[src/rtl/uart_cmd_parser.sv]
// Frame parser for the Bluetooth UART byte stream: <START CMD ARG CHK END>.
// Validates checksum and end delimiter, enforces an inter-byte timeout, strobes results.
module uart_cmd_parser #(
  parameter logic [7:0] START_BYTE     = 8'h3C,
  parameter logic [7:0] END_BYTE       = 8'h3E,
  parameter int         TIMEOUT_CYCLES = 500000,
  parameter int         TO_W           = 20
) (
  input  logic       Clk,
  input  logic       Rst_n,
  input  logic [7:0] RxData,
  input  logic       RxDone,
  output logic       CmdValid,
  output logic [7:0] Cmd,
  output logic [7:0] Arg,
  output logic       FrameErr,
  output logic [1:0] ErrCode,
  output logic       Busy,
  output logic [7:0] FrameCount
);

  typedef enum logic [2:0] {
    IDLE    = 3'd0,
    GET_CMD = 3'd1,
    GET_ARG = 3'd2,
    GET_CHK = 3'd3,
    GET_END = 3'd4
  } state_t;

  localparam logic [TO_W-1:0] TO_LAST = TO_W'(TIMEOUT_CYCLES - 1);

  localparam logic [1:0] ERR_CHK  = 2'd1;
  localparam logic [1:0] ERR_END  = 2'd2;
  localparam logic [1:0] ERR_TOUT = 2'd3;

  // Frame checksum: plain XOR of command and argument.
  function automatic logic [7:0] calcChk(input logic [7:0] c, input logic [7:0] a);
    return c ^ a;
  endfunction

  state_t          stateR;
  logic            rxdR;
  logic [TO_W-1:0] toCntR;
  logic [7:0]      cmdR;
  logic [7:0]      argR;
  logic            byteEvtS;
  logic            toExpireS;

  // RxDone may stay high for several cycles; only its rising edge counts as a byte.
  assign byteEvtS  = RxDone & ~rxdR;
  assign toExpireS = (stateR != IDLE) && !byteEvtS && (toCntR == TO_LAST);

  // RxDone edge history.
  always_ff @(posedge Clk or negedge Rst_n) begin
    if (!Rst_n) begin
      rxdR <= 1'b0;
    end else begin
      rxdR <= RxDone;
    end
  end

  // Inter-byte timeout counter; idle frames never age.
  always_ff @(posedge Clk or negedge Rst_n) begin
    if (!Rst_n) begin
      toCntR <= '0;
    end else if (byteEvtS || (stateR == IDLE) || toExpireS) begin
      toCntR <= '0;
    end else begin
      toCntR <= toCntR + {{(TO_W-1){1'b0}}, 1'b1};
    end
  end

  // Frame FSM with registered strobes and held result registers.
  always_ff @(posedge Clk or negedge Rst_n) begin
    if (!Rst_n) begin
      stateR     <= IDLE;
      cmdR       <= 8'h00;
      argR       <= 8'h00;
      CmdValid   <= 1'b0;
      Cmd        <= 8'h00;
      Arg        <= 8'h00;
      FrameErr   <= 1'b0;
      ErrCode    <= 2'd0;
      Busy       <= 1'b0;
      FrameCount <= 8'h00;
    end else begin
      CmdValid <= 1'b0;
      FrameErr <= 1'b0;
      if (toExpireS) begin
        FrameErr <= 1'b1;
        ErrCode  <= ERR_TOUT;
        stateR   <= IDLE;
        Busy     <= 1'b0;
      end else if (byteEvtS) begin
        case (stateR)
          IDLE: begin
            if (RxData == START_BYTE) begin
              stateR <= GET_CMD;
              Busy   <= 1'b1;
            end else begin
              stateR <= IDLE;
              Busy   <= 1'b0;
            end
          end
          GET_CMD: begin
            cmdR   <= RxData;
            stateR <= GET_ARG;
          end
          GET_ARG: begin
            argR   <= RxData;
            stateR <= GET_CHK;
          end
          GET_CHK: begin
            if (RxData == calcChk(cmdR, argR)) begin
              stateR <= GET_END;
            end else begin
              FrameErr <= 1'b1;
              ErrCode  <= ERR_CHK;
              stateR   <= IDLE;
              Busy     <= 1'b0;
            end
          end
          GET_END: begin
            // The byte is consumed either way; a bad END never restarts a frame.
            if (RxData == END_BYTE) begin
              CmdValid   <= 1'b1;
              Cmd        <= cmdR;
              Arg        <= argR;
              FrameCount <= FrameCount + 8'd1;
            end else begin
              FrameErr <= 1'b1;
              ErrCode  <= ERR_END;
            end
            stateR <= IDLE;
            Busy   <= 1'b0;
          end
          default: begin
            stateR <= IDLE;
            Busy   <= 1'b0;
          end
        endcase
      end else begin
        stateR <= stateR;
      end
    end
  end

endmodule

[config.mk]
export PLATFORM = sky130hd
export DESIGN_NAME = uart_cmd_parser
export DESIGN_NICKNAME = d
export VERILOG_FILES = /design/src/rtl/uart_cmd_parser.sv
export SDC_FILE = /design/constraint.sdc
export NUM_CORES = 1
export LEC_CHECK = 0
export CAP_MARGIN = 20
export CORE_MARGIN = 2
export CORE_UTILIZATION = 55
export CTS_CLUSTER_DIAMETER = 120
export DETAILED_ROUTE_END_ITERATION = 12
export PLACE_DENSITY = 0.84
export SLEW_MARGIN = 20
export SYNTH_ARGS = -nofsm -noshare
export SYNTH_HDL_FRONTEND = slang
export SYNTH_SLANG_ARGS = --single-unit
[constraint.sdc]
create_clock -name Clk -period 4.7 [get_ports Clk]
set_input_delay 0.705 -clock Clk [delete_from_list [all_inputs] [get_ports Clk]]
set_output_delay 0.705 -clock Clk [all_outputs]
set_load 0.03 [all_outputs]
After elaboration in Yosys (flattened, before gate mapping)
Cells that the tools add are included.
- $add $sub $neg: 2
- reduce and logical (&&, ||, !) cells: 15
- eq/ne operators: 11
- multiplexer cells: 25
- bitwise gates (word level): 4
- operators with widths (operator ; count):
    adder 20 x 1 -> 20 bit, second input constant ; 1
    == test 20 x 19 -> 1 bit, second input constant ; 1
    2-to-1 mux 20 bit ; 1
    == test 8 x 6 -> 1 bit, second input constant ; 2
    2-to-1 mux 1 bit ; 13
    case mux 3 bit (4 select lines) ; 1
    2-to-1 mux 3 bit ; 3
    AND reduction 3 bit ; 3
    adder 8 x 1 -> 8 bit, second input constant ; 1
    == test 8 bit ; 1
    2-to-1 mux 2 bit ; 4
    AND reduction 4 bit ; 2
    bitwise XOR 8 bit ; 1
    == test 3 x 2 -> 1 bit, second input constant ; 2
    inequality test 3 bit, second input constant ; 2
    nonzero test 3 bit ; 2
    case mux 2 bit (2 select lines) ; 1
    == test 3 x 1 -> 1 bit, second input constant ; 1
    == test 3 bit, second input constant ; 1
    logical NOT 3 bit ; 1
    case mux 1 bit (3 select lines) ; 1
    logical AND 1 bit ; 2
    logical OR 1 bit ; 2
    inequality test 2 x 1 -> 1 bit, second input constant ; 1
    6 further kinds ; 7
- flip-flop bits (word level): 69
- output and inout port bits: 29
- bits of input ports: 11

Longest topological paths before layout
Gate-level depths: netlist (run 1).
- word-level depth: 7
- gate-level depth with buffers: 7
- gate-level depth less buffers: 5

Least setup slack after synthesis (run 1)
No wires, ideal clock.
- path type: input-to-reg
- start point: input RxData[7]
- end point: register Arg[5]
- slack: 2327 ps
- stages: 5
- arrival: 2248 ps
- path buffers: 1
- cells stage by stage: nor4bb_1 > nand3_1 > nor2_2 > buf_2 > mux2_2
- cells in the longest elaborated chain, start to end: 2
- RTL lines (what ; RTL line ; source):
    start, declared ; 11 ; input logic [7:0] RxData,
    == test 8 x 6 -> 1 bit ; 125 ; if (RxData == END_BYTE) begin
    AND reduction 4 bit (no source line) ; -- ;
    end signal, assigned ; 128 ; Arg <= argR;
    end, declared ; 15 ; output logic [7:0] Arg,
Every way passes these cells.
A chain may end at the register's enable or synchronous reset.

Worst setup path after layout (run 1)
- start point: input RxData[4]
- end point: register Cmd[6]
- cells in the longest elaborated chain, start to end: 2
- RTL lines (what ; RTL line ; source):
    == test 8 x 6 -> 1 bit ; 125 ;
    AND reduction 4 bit (no source line) ; -- ;
    end signal, assigned ; 127 ; Cmd <= cmdR;
    end, declared ; 14 ; output logic [7:0] Cmd,
Every way passes these cells.

==> flow_metrics.tcl, run 1 <==
set metrics [dict create \
    post_cts_buffers 0 \
    final_antenna_net_count 0 \
    synth_top_area_share_pct 54.1 \
    ys_top_cells_by_area "dfrtp_1 (54%), mux2_2 (12%), xnor3_1 (5.6%), xor2_1 (3.6%), nor2_1 (2.1%)" \
    antenna_found_initial 0 \
    ctsHoldBuffers 0 \
    cts_resized 0 \
    grt_pass1_vias 2173 \
    setup_violations 0 \
    clock-sinks 69 \
    routedWlPerCell_um 16.7 \
    rrSetupSlack_ps 2280 \
    final.setup.tns_ps 0 \
    slew_headroom_pct 36.8 \
    hold_class "input port to asynchronous set/reset pin" \
    p_leak_uw 0.00173 \
    grt_first_pass_wirelength_um 10600 \
    cts-buffers-inserted 9 \
    synth_edf_count 0 \
    drtIter0Drc 115 \
    critical_path.max_fanout 19 \
    layout_setup_ws_ps 1700 \
    placed_area_um2 3640 \
    timing.final.hold_violations 0 \
    layout-drive-gt1-share_pct 19.7 \
    syn_nets 269 \
    grt_max_degree 51 \
    critPathRequiredTime_ps 4940 \
    initial_core_util_pct 57.6 \
    gp_congestion 0.863 \
    dr.pass1.iters 4 \
    period_needed_ps 3000 \
    place_ws_ps 1350 \
    core-area_um2 5540 \
    rsz0062_at_grt "no" \
    clk-insertion-delay-late_ps 350 \
    h-tree-depth 3 \
    io_buffers 39 \
    r2r_start "toCntR[5]" \
    tightestPinTransition_ps 947 \
    synthDistinctLibCells 42 \
    syn-cell-area_um2 3190 \
    ys_warn_count 0 \
    totalWireLength_um 6280 \
    worstPathCellList "clkdlybuf4s50_1 > nor4bb_1 > nand3_1 > nor2_2 > mux2_2" \
    drcViolationCount 0 \
    r2r_end "toCntR[2]" \
    drv_slew 0 \
    run_status "completed" \
    die_w_um 80.2 \
    nNetsFinal 312 \
    final_area_um2 3860 \
    dp_hpwl_um 4220 \
    clock_path_buffers 2 \
    critPathCaptureType "flip-flop" \
    cpMaxStageDelayCell "nor2_2" \
    ys_seq_area_share_pct 54.1 \
    fmax_ghz 0.333 \
    dieArea_um2 6420 \
    antenna_cells 0 \
    regArea_um2 1730 \
    cp.buffers_inverters 1 \
    ys_ff_latch 69 \
    ir_drop_uv 280 \
    viasPerCell 5.66 \
    synth_area_per_cell_um2 12.5 \
    fillers 397 \
    cpPeakStageDelay_ps 820 \
    drv_cap 0 \
    reg2regPathDepth 4 \
    crit_type "input port to flip-flop" \
    synth-async-reset-ratio_pct 100 \
    cts.clk_slew.worst_paths_ps 80 \
    yosysTopAreaCell "dfrtp_1" \
    num_vias 2128 \
    rows 27 \
    grt_overflow 0 \
    worst_clock_skew_ps 6.78 \
    syn_inst 256 \
    period_share_pct 63.8 \
    root_buffer "clkbuf_8" \
    cp-start-kind "input port" \
    cts_tree "yes" \
    grt_use_total_pct 22.1 \
    syn2layout_area_growth_pct 21.1 \
    io_pins 40 \
    power_density_nw_per_um2 435 \
    ys.flop_type "dfrtp_1" \
    die_y_um 80.2 \
    multiInputGateArea_um2 1420 \
    cp.arrival_ps 3240 \
    critical-path-top-delay-family "simple AND/OR/NAND/NOR gates" \
]
-- logic make-up after synthesis --
family          after synthesis  synth area share (%)
compound gates               23                  4.90
xor+xnor                     28                  11.1
fa+ha+maj                     2                 0.784
buf+inv                      13                  1.61
flops                        69                  54.1
mux                          33                  11.7
simple gates                 88                  15.8
-- layout by cell type (no fill, tap or decap), drive strengths merged, types with 5 or more instances in the layout --
cell type	synthesis	routed
dfrtp	69	69
clkdlybuf4s50	0	38
mux2	33	33
nor2	19	19
nand2	14	14
xor2	13	13
nand3	10	10
clkbuf	6	9
xnor3	8	8
nand4	7	7
a21oi	7	7
nor4	7	7
xnor2	7	7
or4	6	6
o31ai	5	5
inv	5	5
-- worst reg2reg max path, delay by kind of cell, from the launching register on --
family           cells  cell delay (ps)
AO/OA/AOI/OAI        1              610
flip-flops           1              440
AND/OR/NAND/NOR      3             1220
-- cell type report --
cell class / instances / share of cell area (%)
clock inverter: 7 / 2.33
timing repair buffer: 40 / 10.2
multi-input combinational: 174 / 36.8
inverter: 5 / 0.486
clock buffer: 9 / 3.21
tap: 72 / 2.33
sequential: 69 / 44.7
-- state kept, by name, indices dropped and copies added (netlist names) --
register and cells:
argR 8, FrameErr 1, CmdValid 1, Cmd 8, Arg 8, rxdR 1, stateR 3, FrameCount 8
Busy 1, ErrCode 2, toCntR 20, cmdR 8
-- metrics by stage --
step / instances / hold WS (ps) / utilization (%) / total power, uW
3_3_place_gp: 360 / 458 / 65.7 / 1140
5_1_grt: 376 / 317 / 69.7 / 1760
3_5_place_dp: 360 / 470 / 65.7 / 1160
4_1_cts: 376 / 293 / 69.6 / 1680
6_report: 376 / 279 / 69.7 / 1680
2_1_floorplan: 256 / 409 / - / 1050
-- how the worst max path moves through the flow --
stage	cells after the start	to	startpoint
2_1_floorplan	5	Arg[5]	RxData[7]
3_3_place_gp	5	Cmd[1]	RxData[4]
3_5_place_dp	5	Cmd[4]	RxData[4]
4_1_cts	5	Cmd[6]	RxData[4]
5_1_grt	5	Cmd[6]	RxData[4]
6_report	5	Cmd[6]	RxData[4]
-- layer usage --
| metal | global-route usage, % | up-vias | share of wire [%] |
|---|---|---|---|
| li1 | - | 1016 | - |
| met1 | 29.6 | 1062 | 47 |
| met2 | 34.3 | 38 | 48 |
| met3 | 4.04 | 12 | 3.2 |
| met4 | 11.9 | 0 | 2.2 |
| met5 | 0 | - | 0 |
-- synth_stat cells (6+ instances only) --
library cell	instances
xor2_1	13
clkbuf_1	6
mux2_2	33
nor2_1	18
xnor2_1	7
nand3_1	10
dfrtp_1	69
nand4_1	7
nand2_1	14
nor4_1	7
a21oi_1	7
xnor3_1	8
-- report_power, final --
| part | internal, uW | total, uW | switching, uW |
|---|---|---|---|
| registers | 689 | 789 | 100 |
| logic | 216 | 366 | 150 |
| clock network | 295 | 525 | 229 |
(Power assumes the default switching activity.)
==> run 2: changes to the inputs <==
CORE_UTILIZATION = 50   (was 55)
PLACE_DENSITY = 0.81   (was 0.84)
clock period = 2.4 ns   (was 4.7 ns; I/O delays follow)
==> run 2 against run 1 <==
First-iteration DRC count is 51% higher; core utilization down 6.4 points; die area grew 9.5%; wire length up 1.7%; sequential power is 95% higher; critical path depth shrank 1; largest power group unchanged.
==> flow_metrics.tcl, run 2 (synthesis gave the netlist of run 1 again) <==
set metrics [dict create \
    regArea_um2 1730 \
    run_status "completed" \
    stdcell_count 393 \
    grt_first_pass_wirelength_um 11300 \
    nNetsFinal 324 \
    viasPerCell 5.73 \
    io_pins 40 \
    p_leak_uw 0.00178 \
    slew_headroom_pct 59.8 \
    grt_max_degree 33 \
    die_y_um 83.9 \
    routedWlPerCell_um 16.2 \
    final_antenna_net_count 0 \
    clock_path_buffers 2 \
    final_area_um2 3950 \
    antenna_cells 0 \
    rows 29 \
    ctsHoldBuffers 0 \
    syn2layout_area_growth_pct 23.9 \
    multiInputGateArea_um2 1410 \
    timing.final.hold_violations 0 \
    cts-buffers-inserted 9 \
    cts_tree "yes" \
    cts.clk_slew.worst_paths_ps 80 \
    worst_clock_skew_ps 9.97 \
    power_density_nw_per_um2 814 \
    cp.buffers_inverters 0 \
    fillers 484 \
    place_inst 377 \
    post_cts_buffers 0 \
    drcViolationCount 0 \
    die_w_um 83.9 \
    dieArea_um2 7030 \
    clock-sinks 69 \
    largest_register_ffs 20 \
    totalWireLength_um 6380 \
    place_ws_ps 90.5 \
    root_buffer "clkbuf_8" \
    critPathCaptureType "flip-flop" \
    cp-start-kind "flip-flop" \
    gp_congestion 0.865 \
    dr.pass1.iters 4 \
    final.setup.tns_ps 0 \
    critical_path.max_fanout 5 \
    period_needed_ps 2310 \
    antenna_found_initial 0 \
    cts_resized 0 \
    layout_common_cells "dfrtp_1 (69), clkdlybuf4s50_1 (38), mux2_2 (33)" \
    critical-path-top-delay-family "simple AND/OR/NAND/NOR gates" \
    cpPeakStageDelay_ps 540 \
    core-area_um2 6240 \
    io_buffers 39 \
    initial_core_util_pct 51.1 \
    ir_drop_uv 417 \
    final_common_cell "dfrtp_1" \
    placed_area_um2 3760 \
    grt_overflow 0 \
    period_share_pct 96.3 \
    grt_pass1_vias 2402 \
    h-tree-depth 3 \
    tightestPinTransition_ps 602 \
    hold_class "input port to asynchronous set/reset pin" \
    layout-drive-gt1-share_pct 22.5 \
    clk-insertion-delay-late_ps 350 \
    drv_cap 0 \
    critPathRequiredTime_ps 2650 \
    worstPathCellList "or4b_1 > or4_4 > or3_4 > a311o_1" \
    fmax_ghz 0.433 \
    cp.arrival_ps 2560 \
    drv_slew 0 \
    top_register "toCntR" \
    cpMaxStageDelayCell "or4_4" \
    rsz0062_at_grt "no" \
    dp_hpwl_um 4450 \
    setup_violations 0 \
    grt_use_total_pct 20.4 \
    layout_setup_ws_ps 89.3 \
    crit_type "flip-flop to flip-flop" \
    drtIter0Drc 174 \
    num_vias 2250 \
]
-- run 2: cell types whose count changed in the layout (fill, tap and decap cells not counted), sizes merged --
cell    previous run  this run
bufinv             2         1
clkbuf             9        10
buf                2        14
-- run 2: through the flow --
stage	total power, uW	utilization, %	hold slack, ps
2_1_floorplan	2060	-	64.4
3_3_place_gp	2270	60.3	396
3_5_place_dp	2310	60.3	404
4_1_cts	3250	63.3	19.9
5_1_grt	3390	63.3	47.5
6_report	3220	63.3	5.34
-- run 2: final timing paths --
check / start / endpoint / cells after the start / slack (ps)
worst min-delay path: Rst_n / toCntR[17] / 1 / 5
min in group Clk: FrameCount[7] / FrameCount[7] / 1 / 480
max in group asynchronous: Rst_n / toCntR[3] / 2 / 1770
worst max register to register: toCntR[11] / stateR[0] / 4 / 90
worst min register to register: FrameCount[7] / FrameCount[7] / 1 / 480
worst max-delay path: toCntR[11] / stateR[0] / 4 / 90
-- run 2: area by class of cell --
cell class / instances / area share [%]
timing repair buffer: 52 / 12.9
clock inverter: 6 / 1.61
multi-input combinational: 174 / 35.7
tap: 77 / 2.44
clock buffer: 10 / 3.23
inverter: 5 / 0.475
sequential: 69 / 43.7
-- run 2: power by group --
part           internal (uW)  total [uW]  leakage (uW)  switching (uW)
registers               1350        1540      0.000924             192
logic                    448         747      0.000762             299
clock network            478         930     0.0000923             452
total                   2280        3220       0.00178             943
-- run 2: layer usage --
layer  routed length [um]  vias up  part of all wire [%]  track usage, %
met2                 3180       51                    50            33.3
met4                  182        0                   2.9            11.7
li1                     -     1045                     -               -
met3                  192       14                   3.0            3.36
met5                    0        -                     0               0
met1                 2830     1140                    44            25.6
==> run 3: changes to the inputs <==
PLACE_DENSITY = 0.76   (was 0.81)
==> run 3 against run 2 <==
Worst setup slack worse by 10 ps; maximum frequency is 0.45% lower; combinational power is 2% lower; power is 8.0% higher; worst hold slack better by 18 ps; register-to-register slack hardly changed; largest cell class unchanged.
==> flow_metrics.tcl, run 3 (synthesis gave the netlist of run 1 again) <==
set metrics [dict create \
    run_status "completed" \
    power_density_nw_per_um2 872 \
    layout_common_cells "dfrtp_1 (69), clkdlybuf4s50_1 (38), mux2_2 (33)" \
    initial_core_util_pct 51.1 \
    layout_setup_ws_ps 78.8 \
    ctsHoldBuffers 0 \
    cts-buffers-inserted 9 \
    drv_slew 0 \
    grt_first_pass_wirelength_um 10400 \
    fmax_ghz 0.431 \
    totalWireLength_um 6040 \
    drcViolationCount 0 \
    antenna_cells 0 \
    grt_max_degree 28 \
    critPathCaptureType "flip-flop" \
    dr.pass1.iters 4 \
    routedWlPerCell_um 15.5 \
    ir_drop_uv 520 \
    clock_path_buffers 2 \
    drtIter0Drc 96 \
    die_y_um 83.9 \
    crit_type "flip-flop to flip-flop" \
    fillers 497 \
    final.setup.tns_ps 0 \
    final_common_cell "dfrtp_1" \
    cts.clk_slew.worst_paths_ps 70 \
    syn2layout_area_growth_pct 25.0 \
    cpMaxStageDelayCell "or4_4" \
    critical_path.max_fanout 5 \
    top_register "toCntR" \
    cp.arrival_ps 2540 \
    layout-drive-gt1-share_pct 21.7 \
    stdcell_count 390 \
    viasPerCell 5.48 \
    grt_use_total_pct 18.7 \
    cp-start-kind "flip-flop" \
    worst_clock_skew_ps 9.43 \
    post_cts_buffers 0 \
    grt_pass1_vias 2234 \
    h-tree-depth 3 \
    dp_hpwl_um 4210 \
    p_leak_uw 0.00180 \
    place_inst 374 \
    r2r_end "stateR[0]" \
    clk-insertion-delay-late_ps 340 \
    startpoint "toCntR[11]" \
    die_w_um 83.9 \
    period_needed_ps 2320 \
    grt_overflow 0 \
    clock-sinks 69 \
    worstPathCellList "or4b_1 > or4_4 > or3_4 > a311o_1" \
    antenna_found_initial 0 \
    drv_cap 0 \
    hold_class "input port to asynchronous set/reset pin" \
    io_buffers 39 \
    critPathRequiredTime_ps 2620 \
    cts_tree "yes" \
    r2r_start "toCntR[11]" \
    setup_violations 0 \
    final_area_um2 3990 \
    dieArea_um2 7030 \
    io_pins 40 \
    nNetsFinal 321 \
    cpPeakStageDelay_ps 540 \
    rrSetupSlack_ps 80 \
    rsz0062_at_grt "no" \
    core-area_um2 6240 \
    rows 29 \
    reg2regPathDepth 4 \
    crit_path_end "stateR[0]" \
    placed_area_um2 3730 \
    place_ws_ps 97.5 \
    final_antenna_net_count 0 \
    timing.final.hold_violations 0 \
    num_vias 2138 \
    period_share_pct 96.7 \
    cts_resized 0 \
    slew_headroom_pct 59.6 \
    largest_register_ffs 20 \
    root_buffer "clkbuf_8" \
    tightestPinTransition_ps 605 \
    gp_congestion 0.849 \
]
==> run 3: final cells by class <==
cell class	instances	area, um2	area share (%)
clock buffers	13	169	4.24
clock inverters	3	90.1	2.26
inverters	5	18.8	0.471
multi-input cells	174	1410	35.4
flip-flops and latches	69	1730	43.3
well taps	77	96.3	2.42
repair buffers	49	473	11.9
==> run 3: critical path, delay by kind of cell, from the launching register on <==
| kind | cells | cell delay, ps |
|---|---|---|
| AND/OR/NAND/NOR | 3 | 1420 |
| AO/OA/AOI/OAI | 1 | 350 |
| flip-flops | 1 | 430 |
==> run 3: stage by stage <==
| stage | hold slack, ps | util, % | total power (uW) |
|---|---|---|---|
| after detailed placement | 413 | 59.7 | 2290 |
| after global routing | 62.2 | 63.9 | 3650 |
| after global placement | 401 | 59.7 | 2260 |
| final | 23.6 | 63.9 | 3480 |
| after floorplan | 64.4 | - | 2060 |
| after CTS | 46.1 | 63.9 | 3500 |
==> run 3: where the power goes <==
part | internal, uW | total [uW] | switching (uW)
Sequential | 1350 | 1540 | 188
Combinational | 434 | 734 | 300
Clock | 777 | 1200 | 428
Total | 2560 | 3480 | 916
==> run 3: worst min path at each step <==
| stage | cells past startpoint | end | slack (ps) | start |
|---|---|---|---|---|
| after global routing | 1 | cmdR[6] | 60 | Rst_n |
| final | 1 | CmdValid | 20 | Rst_n |
| after global placement | 1 | CmdValid | 400 | Rst_n |
| after CTS | 1 | Arg[2] | 50 | Rst_n |
| after floorplan | 0 | Arg[0] | 60 | Rst_n |
| after detailed placement | 1 | CmdValid | 410 | Rst_n |
==> run 3: layer usage <==
layer / vias up / track usage [%] / part of all wire (%)
met5: - / 0 / 0
met4: 0 / 9.09 / 2.1
met3: 10 / 3.76 / 3.3
met2: 42 / 29.4 / 47
met1: 1056 / 25.0 / 47
li1: 1030 / - / -
